$ cat src/rtl/vga_pkg.sv
// Shared VGA pipeline types and 800x600 limits, used by the timing generator and
// the mouse-overlay front end.
package vga_pkg;

    localparam int unsigned VGA_H_MAX = 799;
    localparam int unsigned VGA_V_MAX = 599;
    localparam int unsigned VGA_X_RST = 400;
    localparam int unsigned VGA_Y_RST = 300;

    typedef logic [11:0] pos_t;

    typedef enum logic [1:0] {
        ACTIVE,
        COMMIT,
        BLANK
    } mouse_ctl_state_t;

endpackage

$ cat src/rtl/mouse_pos_clamp.sv
// Combinational saturating clamp for one 12-bit unsigned cursor coordinate.
module mouse_pos_clamp
    import vga_pkg::*;
#(
    parameter pos_t MAX = 12'd799
) (
    input  logic [11:0] val_i,
    output logic [11:0] clamped_o
);

    assign clamped_o = (val_i > MAX) ? MAX : val_i;

endmodule

$ cat src/rtl/mouse_pos_ctl.sv
// Frame-aligned cursor position sequencer: commits mouse/warp updates at vblank start.
// Optional macro MOUSE_CLICK_DEBOUNCE_EN: click needs two consecutive frame samples high.
module mouse_pos_ctl
    import vga_pkg::*;
#(
    parameter int unsigned H_MAX = VGA_H_MAX,
    parameter int unsigned V_MAX = VGA_V_MAX,
    parameter int unsigned X_RST = VGA_X_RST,
    parameter int unsigned Y_RST = VGA_Y_RST
) (
    input  logic        clk,
    input  logic        rst,
    input  logic        vblnk,
    input  logic [11:0] ms_xpos,
    input  logic [11:0] ms_ypos,
    input  logic        ms_valid,
    input  logic        ms_left,
    input  logic        warp_req,
    input  logic [11:0] warp_x,
    input  logic [11:0] warp_y,
    output logic        warp_ack,
    output logic [11:0] xpos,
    output logic [11:0] ypos,
    output logic        click,
    output logic        frame_tick,
    output logic        busy
);

    mouse_ctl_state_t state_q, state_d;

    logic       vblnk_q;
    pos_t       pend_x_q, pend_y_q;
    logic       pend_v_q;
    pos_t       xpos_q, ypos_q;
    logic       busy_q;
    logic       click_q;
    logic       left_q;
    logic       commit;
    logic       click_d;
    pos_t       sel_x, sel_y;
    pos_t       clamp_x, clamp_y;

    always_comb begin
        state_d = state_q;
        commit  = 1'b0;
        case (state_q)
            ACTIVE: if (vblnk && !vblnk_q) state_d = COMMIT;
            COMMIT: begin
                commit  = 1'b1;
                state_d = BLANK;
            end
            BLANK:  if (!vblnk) state_d = ACTIVE;
            default: state_d = ACTIVE;
        endcase
    end

    // Warp has priority over the buffered mouse sample.
    assign sel_x = warp_req ? warp_x : pend_x_q;
    assign sel_y = warp_req ? warp_y : pend_y_q;

    mouse_pos_clamp #(.MAX(pos_t'(H_MAX))) u_clamp_x (
        .val_i     (sel_x),
        .clamped_o (clamp_x)
    );

    mouse_pos_clamp #(.MAX(pos_t'(V_MAX))) u_clamp_y (
        .val_i     (sel_y),
        .clamped_o (clamp_y)
    );

`ifdef MOUSE_CLICK_DEBOUNCE_EN
    logic left2_q;
    assign click_d = ms_left & left_q & ~left2_q;
`else
    assign click_d = ms_left & ~left_q;
`endif

    always_ff @(posedge clk) begin
        if (rst) begin
            state_q  <= ACTIVE;
            vblnk_q  <= 1'b1;
            pend_x_q <= '0;
            pend_y_q <= '0;
            pend_v_q <= 1'b0;
            xpos_q   <= pos_t'(X_RST);
            ypos_q   <= pos_t'(Y_RST);
            busy_q   <= 1'b0;
            click_q  <= 1'b0;
            left_q   <= 1'b0;
`ifdef MOUSE_CLICK_DEBOUNCE_EN
            left2_q  <= 1'b0;
`endif
        end else begin
            state_q <= state_d;
            vblnk_q <= vblnk;
            busy_q  <= warp_req & ~warp_ack;
            click_q <= 1'b0;
            if (commit) begin
                if (warp_req || pend_v_q) begin
                    xpos_q <= clamp_x;
                    ypos_q <= clamp_y;
                end
                left_q  <= ms_left;
                click_q <= click_d;
`ifdef MOUSE_CLICK_DEBOUNCE_EN
                left2_q <= left_q;
`endif
            end
            // A strobe landing in the commit cycle survives for the next frame.
            if (ms_valid) begin
                pend_x_q <= ms_xpos;
                pend_y_q <= ms_ypos;
                pend_v_q <= 1'b1;
            end else if (commit) begin
                pend_v_q <= 1'b0;
            end
        end
    end

    assign warp_ack   = commit & warp_req;
    assign frame_tick = commit;
    assign xpos       = xpos_q;
    assign ypos       = ypos_q;
    assign click      = click_q;
    assign busy       = busy_q;

endmodule

$ cat config.mk
export PLATFORM = sky130hd
export DESIGN_NAME = mouse_pos_ctl
export DESIGN_NICKNAME = d
export VERILOG_FILES = /design/src/rtl/vga_pkg.sv /design/src/rtl/mouse_pos_clamp.sv /design/src/rtl/mouse_pos_ctl.sv
export SDC_FILE = /design/constraint.sdc
export NUM_CORES = 1
export LEC_CHECK = 0
export BUFFER_PORTS_ARGS = -buffer_cell sky130_fd_sc_hd__buf_2
export CAP_MARGIN = 10
export CORE_ASPECT_RATIO = 1.4
export CORE_MARGIN = 2
export CORE_UTILIZATION = 48
export DETAILED_ROUTE_END_ITERATION = 6
export GPL_ROUTABILITY_DRIVEN = 0
export PLACE_DENSITY = 0.88
export SKIP_LAST_GASP = 1
export SYNTH_ARGS = -nofsm -noshare
export SYNTH_HDL_FRONTEND = slang
export SYNTH_SLANG_ARGS = --single-unit
$ cat constraint.sdc
create_clock -name clk -period 1.59 [get_ports clk]
set_input_delay 0.0795 -clock clk [delete_from_list [all_inputs] [get_ports clk]]
set_output_delay 0.0795 -clock clk [all_outputs]
set_load 0.02 [all_outputs]
==> impl_metrics.json, run 1 <==
{
  "required_ns": 1.86,
  "final_cell_mix": "buf_2, dfxtp_1, nor2_1",
  "h-tree-depth": 2,
  "tightestPinTransition_ns": 0.391,
  "die_area_mm2": 0.00520,
  "synthCells": 223,
  "max-clock-path-buffers": 2,
  "synth_cell_types": 39,
  "tns_ns": 0,
  "clkSlewWorstSetupHoldPaths_ns": 0.10,
  "drive_gt1_share_pct": 37.9,
  "timing.fmax_mhz": 632,
  "ys.flop_type": "dfxtp_1",
  "setup_ws_ns": 0.00776,
  "routed.top_layer": "met4",
  "vdd_ir_drop_max_mv": 0.701,
  "path_max_fanout": 6,
  "die_h_um": 84.6,
  "port_buffers": 81,
  "met3_length_um": 275,
  "cp-start-kind": "flip-flop",
  "route.met2.wl_mm": 2.78,
  "multi_input_area_mm2": 0.00107,
  "layout_commonest_cell": "buf_2",
  "postRouteAntennaNets": 0,
  "rsz0062_at_grt": "yes",
  "grt_pass1_wl_mm": 8.72,
  "power.total_uw": 2760,
  "grt_max_degree": 26,
  "nets": 367,
  "crit_type": "flip-flop to flip-flop",
  "start_util_pct": 49.4,
  "period_needed_ns": 1.58,
  "final-setup-viol-count": 0,
  "io_pins": 82,
  "antenna_cells": 0,
  "hold_slack_ns": -0.00137,
  "track_usage_pct": 22.1,
  "drv_slew": 0,
  "tritoncts": "done",
  "cts_root_buf": "clkbuf_8",
  "p_leak_uw": 0.00137,
  "vias": 2001,
  "cp-end-kind": "flip-flop",
  "ys_seq_area_share_pct": 49.5,
  "hold_path_class": "primary input to flip-flop",
  "wl_met1_mm": 2.23,
  "coreArea_mm2": 0.00450,
  "die_x_um": 61.5,
  "synth_top_area_share_pct": 49.5,
  "overflow": 0,
  "synth_edf_count": 0,
  "drt-pass1-iter-count": 4,
  "finalHoldViolations": 1,
  "grt_pass1_vias": 1926,
  "critPathArrivalTime_ns": 1.85,
  "synthArstFlopShare_pct": 0,
  "synth.area.top_cells": "dfxtp_1, mux2i_1, nor2_1, a211oi_1, mux2_2",
  "synth_area_mm2": 0.00222,
  "postSynthAreaPerCell_um2": 9.98,
  "post-route-util_pct": 64.6,
  "pre_cts_ws_ns": 0.00998,
  "pwr_density_cell_mw_per_mm2": 948,
  "yosysTopAreaCell": "dfxtp_1",
  "num_rows": 29,
  "register_area_mm2": 0.00110,
  "viasPerCell": 5.32,
  "num-fill-cells": 380,
  "timing.slew.headroom_pct": 73.2,
  "period_share_pct": 99.5,
  "fin_skew_ns": 0.00701,
  "ys_ff_latch": 55,
  "clk_latency_ns": 0.32,
  "totalWireLength_mm": 5.43,
  "cts_buffers": 5,
  "place_hpwl_mm": 4.14,
  "wl_per_cell_um": 14.5,
  "violations": "negative hold slack",
  "syn_to_final_growth_pct": 30.6,
  "drt_iter0_drc": 95,
  "status": "complete, but fails checks",
  "cts.sinks": 55,
  "cap_violations": 0,
  "syn_nets": 277,
  "antenna_found_initial": 0,
  "yosysWarnings": 0,
  "drc": 0
}
[per-layer routing]
layer,up-vias,track usage [%]
met5,-,0
met4,0,8.32
met3,12,5.08
met2,63,36.4
met1,957,27.2
li1,969,-
[through the flow]
stage               std cells  cell area, um2  hold slack (ns)
floorplan                 223            2220            0.186
detailed placement        364            2730            0.314
global placement          364            2730            0.302
global route              376            2910          0.00250
CTS                       374            2870        0.0000387
finish                    376            2910         -0.00137
[area by class of cell]
class / instances / area share, %
Clock buffer: 5 / 2.37
Clock inverter: 3 / 1.64
Inverter: 1 / 0.129
Multi-Input combinational cell: 153 / 37.0
Sequential cell: 55 / 37.9
Tap cell: 62 / 2.67
Timing Repair Buffer: 97 / 18.3
[repair_timing]
| action | 4_1_cts | 5_1_grt |
|---|---|---|
| setup endpoints to repair | 4 | 14 |
| hold endpoints to repair | 2 | 0 |
| hold buffers | 2 | 0 |
| buffers inserted | 0 | 2 |
| pin swaps | 0 | 4 |
| resized for setup | 1 | 6 |
[cell families after synthesis]
family | synth area share, %
AO/OA/AOI/OAI | 11.6
buffers and inverters | 3.15
flip-flops | 49.5
multiplexers | 18.3
AND/OR/NAND/NOR | 17.4
[cell usage after synthesis, types with 3 or more instances]
| cell type | number |
|---|---|
| mux2i_1 | 34 |
| nor3_1 | 4 |
| buf_2 | 5 |
| a211oi_1 | 9 |
| a221o_1 | 4 |
| nand2_1 | 4 |
| and2_1 | 8 |
| nor2_1 | 43 |
| dfxtp_1 | 55 |
| nand3_1 | 3 |
| nor2b_1 | 3 |
| mux2_2 | 6 |
| a21oi_1 | 5 |
| or3_1 | 3 |
| clkbuf_1 | 7 |
[power breakdown]
| part | total, uW | switching [uW] | internal, uW |
|---|---|---|---|
| sequential | 1460 | 32.4 | 1430 |
| combinational | 349 | 178 | 171 |
| clock | 943 | 465 | 477 |
[critical path, stage by stage (launching register included)]
cell and delay (ns):
dfxtp_2 0.33, or3_1 0.36, a222oi_1 0.41, o21a_2 0.28, a221o_1 0.15
[state kept, by name, indices dropped and copies added, names as in the netlist]
register and flops:
pend_v_q 1, state_q 2, left_q 1, ypos 12, vblnk_q 1, busy 1
xpos 12, pend_x_q 12, pend_y_q 12, click 1
[path summary, 6_finish.rpt]
path | startpoint | endpoint | slack [ns] | cells after the start
worst max-delay path | pend_y_q[7] | ypos[5] | 0.008 | 4
worst min-delay path | ms_ypos[3] | pend_y_q[3] | -0.001 | 3
worst max register to register | pend_y_q[7] | ypos[5] | 0.008 | 4
worst min register to register | vblnk_q | state_q[0] | 0.41 | 1
Note: power is estimated with default switching activity, not from simulation.
==> run 2, diff against run 1 <==
==> constraint.sdc (replaced) <==
create_clock -name clk -period 1.59 [get_ports clk]
set_input_delay 0.318 -clock clk [delete_from_list [all_inputs] [get_ports clk]]
set_output_delay 0.318 -clock clk [all_outputs]
set_load 0.02 [all_outputs]
==> impl_metrics.json, run 2 (synthesized netlist as in run 1, its figures left out) <==
{
  "status": "finished, final reports clean",
  "postRouteAntennaNets": 0,
  "timing.slew.headroom_pct": 68.5,
  "max-clock-path-buffers": 2,
  "pre_cts_ws_ns": -0.109,
  "drc": 0,
  "grt_max_degree": 26,
  "start_util_pct": 49.4,
  "drive_gt1_share_pct": 40.3,
  "timing.fmax_mhz": 631,
  "nets": 373,
  "syn_to_final_growth_pct": 34.4,
  "port_buffers": 81,
  "cp-end-kind": "flip-flop",
  "antenna_found_initial": 0,
  "die_area_mm2": 0.00520,
  "cts.sinks": 55,
  "wl_per_cell_um": 14.6,
  "wl_met1_mm": 2.28,
  "num-fill-cells": 371,
  "power_frac_clock_pct": 36.7,
  "die_x_um": 61.5,
  "final_cell_mix": "buf_2, dfxtp_1, nor2_1",
  "critPathMaxStageDelay_ns": 0.42,
  "period_share_pct": 99.6,
  "slowest_stage": "a222oi_1",
  "cp-start-kind": "flip-flop",
  "drt-pass1-iter-count": 7,
  "met3_length_um": 300,
  "route.met2.wl_mm": 2.87,
  "setup_ws_ns": 0.00564,
  "finalHoldViolations": 0,
  "num_rows": 29,
  "cts_root_buf": "clkbuf_8",
  "r2r_slack_ns": 0.006,
  "sequentialPowerShare_pct": 50.7,
  "switching_share_pct": 22.4,
  "routed.top_layer": "met4",
  "layout_commonest_cell": "buf_2",
  "period_needed_ns": 1.58,
  "antenna_cells": 0,
  "final-setup-viol-count": 0,
  "rsz0062_at_grt": "yes",
  "hold_path_class": "primary input to flip-flop",
  "clkSlewWorstSetupHoldPaths_ns": 0.10,
  "path_cells": "or3_1, a222oi_1, o21a_2, a211oi_1",
  "overflow": 0,
  "vias": 1999,
  "hold_slack_ns": 0.226,
  "cts_hold_buf": 0,
  "pwr_density_cell_mw_per_mm2": 966,
  "critical-path-top-delay-family": "compound AO/OA/AOI/OAI gates",
  "critPathArrivalTime_ns": 1.78,
  "drt_iter0_drc": 88,
  "power_frac_comb_pct": 12.5,
  "tightestPinTransition_ns": 0.460,
  "h-tree-depth": 2,
  "grt_pass1_vias": 1864,
  "cap_violations": 0,
  "fin_skew_ns": 0.00825,
  "vdd_ir_drop_max_mv": 0.592,
  "place_hpwl_mm": 4.16,
  "required_ns": 1.78,
  "crit_buf_inv": 0,
  "tritoncts": "done",
  "die_h_um": 84.6,
  "p_int_uw": 2240,
  "clk_latency_ns": 0.31,
  "totalWireLength_mm": 5.59,
  "path_max_fanout": 6,
  "viasPerCell": 5.23,
  "io_pins": 82,
  "p_leak_uw": 0.00142,
  "coreArea_mm2": 0.00450,
  "drv_slew": 0,
  "crit_type": "flip-flop to flip-flop",
  "grt_pass1_wl_mm": 8.67,
  "cts_buffers": 5,
  "power.net_switching_uw": 646,
  "power.total_uw": 2890,
  "track_usage_pct": 22.1,
  "tns_ns": 0
}
==> run 2: cell count changes in the layout (fill, tap and decap cells not counted), sizes merged <==
cell,delta
dlygate4sd3,-2
inv,-1
bufinv,+1
buf,+8
clkinvlp,+1
clkinv,-1
==> run 2: area by class of cell <==
type | count | area (um2) | share of cell area, %
Clock buffer | 5 | 68.8 | 2.30
Clock inverter | 3 | 67.6 | 2.26
Multi-Input combinational cell | 153 | 1080 | 36.0
Inverter | 1 | 3.75 | 0.126
Sequential cell | 55 | 1100 | 36.9
Tap cell | 62 | 77.6 | 2.59
Timing Repair Buffer | 103 | 593 | 19.8
==> run 2: repair_timing <==
action / CTS / global route
pin swaps: 0 / 7
endpoints found under the setup margin: 8 / 12
setup buffers: 0 / 4
gates resized for setup: 4 / 8
==> run 2: per-layer routing <==
metal / up-vias / track usage (%)
met1: 933 / 28.0
met5: - / 0
li1: 981 / -
met2: 74 / 35.6
met4: 0 / 8.90
met3: 11 / 4.62
==> run 2: power by group through the flow <==
stage	registers (uW)	clock network (uW)	logic, uW
after floorplan	1500	0	187
after global placement	1490	0	335
after detailed placement	1490	0	344
after CTS	1460	1080	349
after global routing	1470	1140	393
final	1470	1060	361
==> run 2: worst paths after layout <==
check / from / endpoint / cells past startpoint
worst max register to register: pend_y_q[7] / ypos[1] / 4
worst min-delay path: vblnk / vblnk_q / 2
worst min register to register: vblnk_q / state_q[0] / 1
worst max-delay path: pend_y_q[7] / ypos[1] / 4
==> run 2: worst reg2reg max path, cell delays in order, from the launching register on <==
cell and delay, ns:
dfxtp_2 0.33, or3_1 0.36, a222oi_1 0.42, o21a_2 0.28
a211oi_1 0.09
==> run 2: per-stage QoR <==
stage / std cells / util [%] / cell area [um2]
4_1_cts: 378 / 65.4 / 2940
3_3_place_gp: 370 / 62.0 / 2790
5_1_grt: 382 / 66.5 / 2990
3_5_place_dp: 370 / 62.0 / 2790
2_1_floorplan: 223 / - / 2220
6_report: 382 / 66.5 / 2990
==> run 3, diff against run 2 <==
- SETUP_SLACK_MARGIN: not set -> 0.2
==> impl_metrics.json, run 3 (synthesized netlist as in run 1, its figures left out) <==
{
  "die_h_um": 84.6,
  "track_usage_pct": 22.0,
  "cp-start-kind": "flip-flop",
  "fin_skew_ns": 0.00471,
  "path_max_fanout": 6,
  "path_cells": "or3_1, a222oi_1, o21a_2, a221o_1",
  "tritoncts": "done",
  "hold_path_class": "primary input to flip-flop",
  "timing.slew.headroom_pct": 73.6,
  "cts_hold_buf": 0,
  "stdcell_count": 377,
  "die_x_um": 61.5,
  "critPathMaxStageDelay_ns": 0.39,
  "rsz0062_at_grt": "yes",
  "vias": 1954,
  "slowest_stage": "a222oi_1",
  "timing.fmax_mhz": 657,
  "drt-pass1-iter-count": 4,
  "layout_commonest_cell": "buf_2",
  "overflow": 0,
  "power_frac_clock_pct": 28.5,
  "drt_iter0_drc": 57,
  "period_needed_ns": 1.52,
  "vdd_ir_drop_max_mv": 0.705,
  "drc": 0,
  "pwr_density_cell_mw_per_mm2": 866,
  "power_frac_comb_pct": 14.4,
  "hold_slack_ns": 0.226,
  "crit_buf_inv": 0,
  "antenna_cells": 0,
  "antenna_found_initial": 0,
  "start_util_pct": 49.4,
  "power.net_switching_uw": 643,
  "placed_cells": 366,
  "p_int_uw": 1930,
  "period_share_pct": 95.8,
  "finish.instance_area_mm2": 0.00297,
  "r2r_slack_ns": 0.07,
  "cts_buffers": 5,
  "critPathArrivalTime_ns": 1.78,
  "viasPerCell": 5.18,
  "cap_violations": 0,
  "dpl_cell_area_mm2": 0.00277,
  "final_cell_mix": "buf_2, dfxtp_1, nor2_1",
  "die_area_mm2": 0.00520,
  "final-setup-viol-count": 0,
  "h-tree-depth": 2,
  "io_pins": 82,
  "drv_slew": 0,
  "port_buffers": 81,
  "finalHoldViolations": 0,
  "pre_cts_ws_ns": -0.0867,
  "clkSlewWorstSetupHoldPaths_ns": 0.09,
  "clk_latency_ns": 0.31,
  "nets": 368,
  "max-clock-path-buffers": 2,
  "cp-end-kind": "flip-flop",
  "grt_max_degree": 31,
  "sequentialPowerShare_pct": 57.1,
  "wl_per_cell_um": 14.5,
  "p_leak_uw": 0.00138,
  "place_hpwl_mm": 4.00,
  "critical-path-top-delay-family": "compound AO/OA/AOI/OAI gates",
  "drive_gt1_share_pct": 42.9,
  "totalWireLength_mm": 5.48,
  "status": "finished, final reports clean",
  "cts_root_buf": "clkbuf_8",
  "cts.sinks": 55,
  "power.total_uw": 2570,
  "tightestPinTransition_ns": 0.386,
  "setup_ws_ns": 0.0672,
  "coreArea_mm2": 0.00450,
  "grt_pass1_wl_mm": 8.68,
  "postRouteAntennaNets": 0,
  "required_ns": 1.85,
  "crit_type": "flip-flop to flip-flop",
  "num_rows": 29,
  "syn_to_final_growth_pct": 33.4,
  "grt_pass1_vias": 1876,
  "switching_share_pct": 25.0
}
[run 3: worst register-to-register path, cell delays in order (launching register included)]
cell,delay [ns]
dfxtp_2,0.33
or3_1,0.36
a222oi_1,0.39
o21a_2,0.24
a221o_1,0.15
[run 3: power by group through the flow]
stage / logic, uW / registers (uW) / clock network (uW)
final: 370 / 1470 / 733
after detailed placement: 339 / 1500 / 0
after global routing: 407 / 1470 / 783
after global placement: 330 / 1490 / 0
after CTS: 354 / 1460 / 741
after floorplan: 191 / 1500 / 0
[run 3: worst paths after layout]
kind / cells past startpoint / start / end
max: 4 / pend_y_q[7] / ypos[3]
min: 2 / vblnk / vblnk_q
max reg2reg: 4 / pend_y_q[7] / ypos[3]
min reg2reg: 1 / vblnk_q / state_q[0]
[run 3: per-stage QoR]
stage	TNS (ns)	util, %
after floorplan	0	-
after global placement	-0.229	61.5
after detailed placement	-0.771	61.5
after CTS	0	64.5
after global routing	-0.180	66.0
final	0	66.0
[run 3: area by class of cell]
class                   instances  area, um2
repair buffers                 98        556
clock inverters                 1       5.00
multi-input cells             153       1140
inverters                       1       6.26
flip-flops and latches         55       1110
well taps                      62       77.6
clock buffers                   7       76.3
fillers                       345       1530
[run 3: repair_timing]
item,in CTS,in global routing
gates resized for setup,8,18
pin swaps,3,4
buffers inserted,3,0
endpoints found under the setup margin,22,22
[run 3: routing by layer]
metal / routed length, um / part of all wire, % / global-route usage [%] / vias up
li1: - / - / - / 975
met1: 2390 / 44 / 27.6 / 908
met2: 2730 / 50 / 35.1 / 61
met3: 249 / 4.5 / 6.01 / 10
met4: 112 / 2.0 / 8.12 / 0
met5: 0 / 0 / 0 / -
